==> config.mk <==
export PLATFORM = sky130hd
export DESIGN_NAME = ingress_port_queue_flat
export DESIGN_NICKNAME = d
export VERILOG_FILES = /design/src/rtl/switch_pkg.sv /design/src/rtl/ingress_port_queue_if.sv /design/src/rtl/ingress_queue_mem.sv /design/src/rtl/ingress_port_queue.sv /design/src/flat_wrapper.sv
export SDC_FILE = /design/constraint.sdc
export NUM_CORES = 1
export LEC_CHECK = 0
export ABC_AREA = 1
export CORE_AREA = 2 2 103 105
export DETAILED_ROUTE_END_ITERATION = 6
export DIE_AREA = 0 0 105 107
export GPL_TIMING_DRIVEN = 1
export PLACE_DENSITY = 0.72
export SLEW_MARGIN = 20
export SYNTH_ARGS = -nofsm -noshare
export SYNTH_HDL_FRONTEND = slang
export SYNTH_HIERARCHICAL = 1
export SYNTH_SLANG_ARGS = --single-unit
export TNS_END_PERCENT = 10
==> constraint.sdc <==
create_clock -name clk -period 2 [get_ports clk]
set_input_delay 0.4 -clock clk [delete_from_list [all_inputs] [get_ports clk]]
set_output_delay 0.4 -clock clk [all_outputs]
set_load 0.02 [all_outputs]
==> src/rtl/switch_pkg.sv <==
// rtl/switch_pkg.sv - shared switch types, port ids and destination check
//
// Purpose: types and constants common to the switch datapath.
//   port_id_t     : 2-bit destination port field carried in pkt_byte_t[1:0]
//   pkt_byte_t    : one packet byte
//   is_valid_dest : true when the byte addresses a real output port
package switch_pkg;

   typedef logic [1:0] port_id_t;
   typedef logic [7:0] pkt_byte_t;

   localparam port_id_t PORT_NONE = 2'b00;
   localparam port_id_t PORT_1    = 2'b01;
   localparam port_id_t PORT_2    = 2'b10;
   localparam port_id_t PORT_3    = 2'b11;

   function automatic logic is_valid_dest(pkt_byte_t b);
      return b[1:0] != PORT_NONE;
   endfunction

endpackage

==> src/rtl/ingress_port_queue_if.sv <==
// rtl/ingress_port_queue_if.sv - ingress byte stream and scheduler pop bus
//
// Purpose: groups the two handshakes of an ingress port queue.
//   in_data/in_valid/in_ready : MAC side byte stream into the queue
//   data/empty/rdreq          : show-ahead head byte and pop request from scheduler
// Modports:
//   master : the MAC + scheduler side (drives in_data, in_valid, rdreq)
//   slave  : the queue (drives in_ready, data, empty)
interface ingress_port_queue_if;
   import switch_pkg::*;

   pkt_byte_t in_data;
   logic      in_valid;
   logic      in_ready;
   pkt_byte_t data;
   logic      empty;
   logic      rdreq;

   modport master (
      output in_data, in_valid, rdreq,
      input  in_ready, data, empty
   );

   modport slave (
      input  in_data, in_valid, rdreq,
      output in_ready, data, empty
   );

endinterface

==> src/rtl/ingress_queue_mem.sv <==
// rtl/ingress_queue_mem.sv - DEPTH x 8 byte storage, one write port, async read
//
// Purpose: queue storage; contents are intentionally not reset.
// Ports:
//   clk     : rising-edge clock for writes
//   wr_en   : write strobe
//   wr_addr : write index
//   wr_data : byte written
//   rd_addr : read index (combinational read)
//   rd_data : byte at rd_addr
module ingress_queue_mem
   import switch_pkg::*;
#(
   parameter int DEPTH = 8
) (
   input  logic                       clk,
   input  logic                       wr_en,
   input  logic [$clog2(DEPTH)-1:0]   wr_addr,
   input  pkt_byte_t                  wr_data,
   input  logic [$clog2(DEPTH)-1:0]   rd_addr,
   output pkt_byte_t                  rd_data
);

   pkt_byte_t mem [DEPTH];

   always_ff @(posedge clk) begin
      if (wr_en) begin
         mem[wr_addr] <= wr_data;
      end
   end

   assign rd_data = mem[rd_addr];

endmodule

==> src/rtl/ingress_port_queue.sv <==
// rtl/ingress_port_queue.sv - per-input-port show-ahead byte queue with stats
//
// Purpose: buffers bytes from the ingress MAC for the switch scheduler,
// discarding bytes whose destination field is PORT_NONE.
// Ports:
//   clk, rst_n : clock (rising edge) and asynchronous active-low reset
//   bus        : slave side of ingress_port_queue_if (byte stream in, head/pop out)
//   level      : current occupancy, 0..DEPTH
//   drop_cnt   : saturating count of discarded invalid-destination bytes
//   ovf_cnt    : saturating count of cycles with in_valid high while full
//   rd_err     : sticky, set by rdreq while empty
//   clr_stats  : synchronous clear of drop_cnt, ovf_cnt and rd_err
module ingress_port_queue
   import switch_pkg::*;
#(
   parameter int DEPTH = 8,
   parameter int CNT_W = 8
) (
   input  logic                     clk,
   input  logic                     rst_n,
   ingress_port_queue_if.slave      bus,
   output logic [$clog2(DEPTH):0]   level,
   output logic [CNT_W-1:0]         drop_cnt,
   output logic [CNT_W-1:0]         ovf_cnt,
   output logic                     rd_err,
   input  logic                     clr_stats
);

   localparam int PTR_W = $clog2(DEPTH);
   localparam int LVL_W = PTR_W + 1;
   localparam logic [LVL_W-1:0] FULL_LVL = LVL_W'(DEPTH);

   logic [PTR_W-1:0] wr_ptr;
   logic [PTR_W-1:0] rd_ptr;
   logic [LVL_W-1:0] level_q;
   logic [CNT_W-1:0] drop_q;
   logic [CNT_W-1:0] ovf_q;
   logic             rd_err_q;

   logic      full;
   logic      is_empty;
   logic      accept;
   logic      store;
   logic      drop;
   logic      pop;
   pkt_byte_t head;

   // level alone decides full/empty; the pointers wrap and carry no extra bit
   assign full     = (level_q == FULL_LVL);
   assign is_empty = (level_q == '0);

   // No write-through when full, even if the scheduler pops this cycle
   assign bus.in_ready = rst_n && !full;

   assign accept = bus.in_valid && bus.in_ready;
   assign store  = accept && is_valid_dest(bus.in_data);
   assign drop   = accept && !is_valid_dest(bus.in_data);
   assign pop    = bus.rdreq && !is_empty;

   ingress_queue_mem #(
      .DEPTH (DEPTH)
   ) u_mem (
      .clk     (clk),
      .wr_en   (store),
      .wr_addr (wr_ptr),
      .wr_data (bus.in_data),
      .rd_addr (rd_ptr),
      .rd_data (head)
   );

   // Storage is not reset, so the head is masked to 0 while empty
   assign bus.data  = is_empty ? '0 : head;
   assign bus.empty = is_empty;

   assign level    = level_q;
   assign drop_cnt = drop_q;
   assign ovf_cnt  = ovf_q;
   assign rd_err   = rd_err_q;

   always_ff @(posedge clk or negedge rst_n) begin
      if (!rst_n) begin
         wr_ptr   <= '0;
         rd_ptr   <= '0;
         level_q  <= '0;
         drop_q   <= '0;
         ovf_q    <= '0;
         rd_err_q <= 1'b0;
      end else begin
         if (store) begin
            wr_ptr <= wr_ptr + PTR_W'(1);
         end
         if (pop) begin
            rd_ptr <= rd_ptr + PTR_W'(1);
         end

         // A write into an empty queue with rdreq lands here as +1 because pop is 0
         if (store && !pop) begin
            level_q <= level_q + LVL_W'(1);
         end else if (pop && !store) begin
            level_q <= level_q - LVL_W'(1);
         end

         // Clear wins over any increment in the same cycle
         if (clr_stats) begin
            drop_q   <= '0;
            ovf_q    <= '0;
            rd_err_q <= 1'b0;
         end else begin
            if (drop && (drop_q != '1)) begin
               drop_q <= drop_q + CNT_W'(1);
            end
            if (bus.in_valid && full && (ovf_q != '1)) begin
               ovf_q <= ovf_q + CNT_W'(1);
            end
            if (bus.rdreq && is_empty) begin
               rd_err_q <= 1'b1;
            end
         end
      end
   end

endmodule

==> src/flat_wrapper.sv <==
// flat-port wrapper written by rule: the top's interface ports become plain ports
module ingress_port_queue_flat import switch_pkg::*;
#(
   parameter int DEPTH = 8,
   parameter int CNT_W = 8
)
  (clk, rst_n, level, drop_cnt, ovf_cnt, rd_err, clr_stats, bus_in_data, bus_in_valid, bus_rdreq, bus_in_ready, bus_data, bus_empty);
  ingress_port_queue_if bus_i ();
  input  logic clk;
  input  logic rst_n;
  output logic [$clog2(DEPTH):0] level;
  output logic [CNT_W-1:0] drop_cnt;
  output logic [CNT_W-1:0] ovf_cnt;
  output logic rd_err;
  input  logic clr_stats;
  input wire logic [$bits(bus_i.in_data)-1:0] bus_in_data;
  input wire logic [$bits(bus_i.in_valid)-1:0] bus_in_valid;
  input wire logic [$bits(bus_i.rdreq)-1:0] bus_rdreq;
  output wire logic [$bits(bus_i.in_ready)-1:0] bus_in_ready;
  output wire logic [$bits(bus_i.data)-1:0] bus_data;
  output wire logic [$bits(bus_i.empty)-1:0] bus_empty;
  assign bus_i.in_data = bus_in_data;
  assign bus_i.in_valid = bus_in_valid;
  assign bus_i.rdreq = bus_rdreq;
  assign bus_in_ready = bus_i.in_ready;
  assign bus_data = bus_i.data;
  assign bus_empty = bus_i.empty;
  ingress_port_queue #(.DEPTH(DEPTH), .CNT_W(CNT_W)) u_core (.clk(clk), .rst_n(rst_n), .bus(bus_i), .level(level), .drop_cnt(drop_cnt), .ovf_cnt(ovf_cnt), .rd_err(rd_err), .clr_stats(clr_stats));
endmodule
==> out/qor.csv <==
stage;metric;value;unit
finish;FILL cells;903;
sta;final hold violation count;0;
synth;Syn Nets;522;
sta;period utilization;102;%
drt;vias after detailed routing;3448;
worst_setup_path;crit-path most repeated cell;nand2_1;
worst_setup_path;worst-path cell chain;buf_6 -> inv_6 -> nand2_1 -> nand3_1 -> nand2_1 -> nand2_1 -> nand2_1 -> inv_1 -> nor2_1 -> buf_4;
worst_setup_path;Crit Path Category;reg2out;
placed_design;Area after DPL;0.00539;mm^2
global_route;GRT Total Usage;17.9;%
finish;fin nets;605;
global_route;initial antenna violation count;0;
floorplanning;Die Area;0.0112;mm^2
run;Max-Cap Viols;0;
global_route;largest net degree at the start of global routing;33;
floorplanning;Rows;37;
cts;post-CTS setup buffer count;0;
cts;htree depth;3;
synth;Yosys reg bits;91;
power_and_ir_drop;pwr/cell area;1180;mW/mm^2
finish;leading cell type in the layout, fill and taps excluded;nand2_1;
drt;initial drt markers;202;
floorplanning;Core ar.;0.0101;mm^2
floorplanning;initial core utilization;45.0;%
synth;Post-Syn Instances;501;
finish;most frequent cells in the layout;nand2_1 (150), inv_1 (94), nand3_1 (69);
hold_path;Hold/Removal Path Class;in2async;
sta;Slew HR;44.0;%
cts;Max Buffers Root-to-Sink;2;
cts;clock latency on the worst-skew pair;0.37;ns
global_route;global route overflow;0;
sta;Fmax;489;MHz
finish;register area;0.00260;mm^2
placed_design;DP Wirelength;6600;um
global_route;vias in the first global route;3330;
sta;final worst path period need;2.04;ns
sta;RSZ-0062 raised after global routing;yes;
cts;Clock Root Buffer;clkbuf_8;
power_and_ir_drop;Max VDD drop;0.496;mV
cts;total CTS buffers;9;
outcome;status;finished with violations;
drt;drt drc;0;
sta;final number of setup-violating endpoints;7;
power_and_ir_drop;total power;6630;uW
sta;Slew @ Worst Pin;0.839;ns
power_and_ir_drop;Clk pwr share;19.4;%
power_and_ir_drop;Switch Pwr;2590;uW
finish;layout cells sized above 1;16.3;%
finish;Multi-input gate area;0.00149;mm^2
drt;total iterations of the first detailed-routing run;5;
worst_setup_path;Worst Setup End Kind;primary output;
synth;Seq/Total Area, Yosys;57.1;%
power_and_ir_drop;combinational power share;44.9;%
power_and_ir_drop;sequential share of power;35.7;%
worst_setup_path;slowest cell on the critical path;dfrtp_1;
worst_setup_path;Critical Path Max Stage Delay;0.42;ns
floorplanning;Die X;105;um
sta;Fin Setup TNS;-0.183;ns
placed_design;RD Place Congestion;0.826;
synth;mapped cell area;0.00455;mm^2
drt;Vias/cell;4.76;
finish;n_diodes;0;
worst_setup_path;Worst Path Required;1.60;ns
cts;CTS tree;built;
worst_setup_path;Worst Path Arrival;1.64;ns
cts;number of hold buffers added after cts;0;
finish;Layout area overhead;23.3;%
synth;Synthesis Warnings;6;
finish;cell area after layout;0.00561;mm^2
worst_setup_path;crit start category;flop;
drt;wire length per cell;13.4;um
sta;Slew Viols, Final;0;
cts;clock-pin slew of the registers on the worst-case setup and hold paths;0.09;ns
power_and_ir_drop;Sw Share;39.0;%
drt;Routed WL;9700;um
sta;Min Hold Slack;0.492;ns
sta;Setup Skew;0.0137;ns
floorplanning;die height;107;um
synth;Netlist cell types;28;
power_and_ir_drop;Int Power;4040;uW
floorplanning;I/O pins;44;
placed_design;port buffer count;43;
drt;ANT nets after route;0;
synth;Syn Area/Cell;9.07;um^2
worst_setup_path;Worst Path Max Fanout;16;
global_route;first-pass GRT wire length;15600;um
outcome;failing checks;setup timing;
cts;# clock sinks;91;
sta;Final WS setup;-0.0429;ns
power_and_ir_drop;Pleak;0.00268;uW
[layer usage]
layer / wire (um) / global-route usage [%]
met1: 4260 / 22.5
met2: 4800 / 29.9
met3: 426 / 3.71
met4: 215 / 8.10
met5: 0 / 0
[power groups by stage]
stage,Sequential [uW],Combinational (uW),Clock [uW]
2_1_floorplan,2460,1820,0
3_3_place_gp,2380,2880,0
3_5_place_dp,2390,2970,0
4_1_cts,2350,2890,1310
5_1_grt,2390,3280,1390
6_report,2370,2980,1280
[worst paths after layout]
path                             startpoint                 end  slack [ns]  cells after the start
setup / recovery           u_core/rd_ptr[0]         bus_data[4]       -0.04                     10
hold / removal                        rst_n   u_core/ovf_cnt[4]        0.49                      2
setup reg to reg            u_core/level[1]     u_core/level[3]        0.06                     13
hold reg to reg               u_core/rd_err       u_core/rd_err        0.53                      2
max in group asynchronous             rst_n  u_core/drop_cnt[4]        1.29                      2
min in group clk              u_core/rd_err       u_core/rd_err        0.53                      2
[registers in the layout (all words and copies together) (netlist names)]
name / cells
u_core/rd_ptr: 3
u_core/wr_ptr: 3
u_core/level: 4
u_core/u_mem/mem: 64
u_core/ovf_cnt: 8
u_core/drop_cnt: 8
u_core/rd_err: 1
[cell usage after synthesis, drive strengths merged]
| master | instances | area share (%) |
|---|---|---|
| a21oi | 3 | 0.50 |
| buf | 11 | 2.2 |
| clkbuf | 3 | 0.25 |
| dfrtp | 27 | 15 |
| edfxtp | 64 | 42 |
| fa | 1 | 0.44 |
| ha | 7 | 1.9 |
| inv | 100 | 8.4 |
| mux2 | 1 | 0.25 |
| nand2 | 153 | 13 |
| nand3 | 72 | 8.1 |
| nand4 | 3 | 0.55 |
| nor2 | 34 | 3.6 |
| o21ai | 6 | 0.66 |
| xnor2 | 6 | 1.2 |
| xor2 | 10 | 1.9 |
[critical path, delay by kind of cell, from the launching register on]
family                 cells  cell delay, ns
AND/OR/NAND/NOR            6            0.41
flip-flops                 1            0.42
buffers and inverters      4            0.45
[stage by stage]
stage                     utilization (%)  setup WS, ns  cells
after floorplan                         -       0.00155    501
after global placement               53.4        -0.237    708
after detailed placement             53.4        -0.350    708
after CTS                            55.2        -0.189    724
after global routing                 55.6        -0.166    725
final                                55.6       -0.0429    725
[cells by family after synthesis]
logic type	Yosys count	share of synthesized area, %
compound gates	9	1.16
xor+xnor	16	3.08
fa+ha+maj	8	2.37
buf+inv	114	10.8
flops	91	57.1
mux	1	0.248
simple gates	262	25.2
[timing repair]
item | CTS | global route
gates resized for setup | 38 | 14
pin swaps | 0 | 3
gates cloned | 0 | 1
setup endpoints to repair | 11 | 12
[layout make-up]
| type | instances | area share, % |
|---|---|---|
| clock buffer | 9 | 2.21 |
| sequential | 91 | 46.4 |
| multi-input combinational | 296 | 26.6 |
| clock inverter | 7 | 1.43 |
| timing repair buffer | 85 | 13.1 |
| timing repair inverter | 1 | 0.156 |
| inverter | 100 | 6.96 |
| tap | 136 | 3.04 |
No activity file was read; power rests on OpenSTA's default activity.
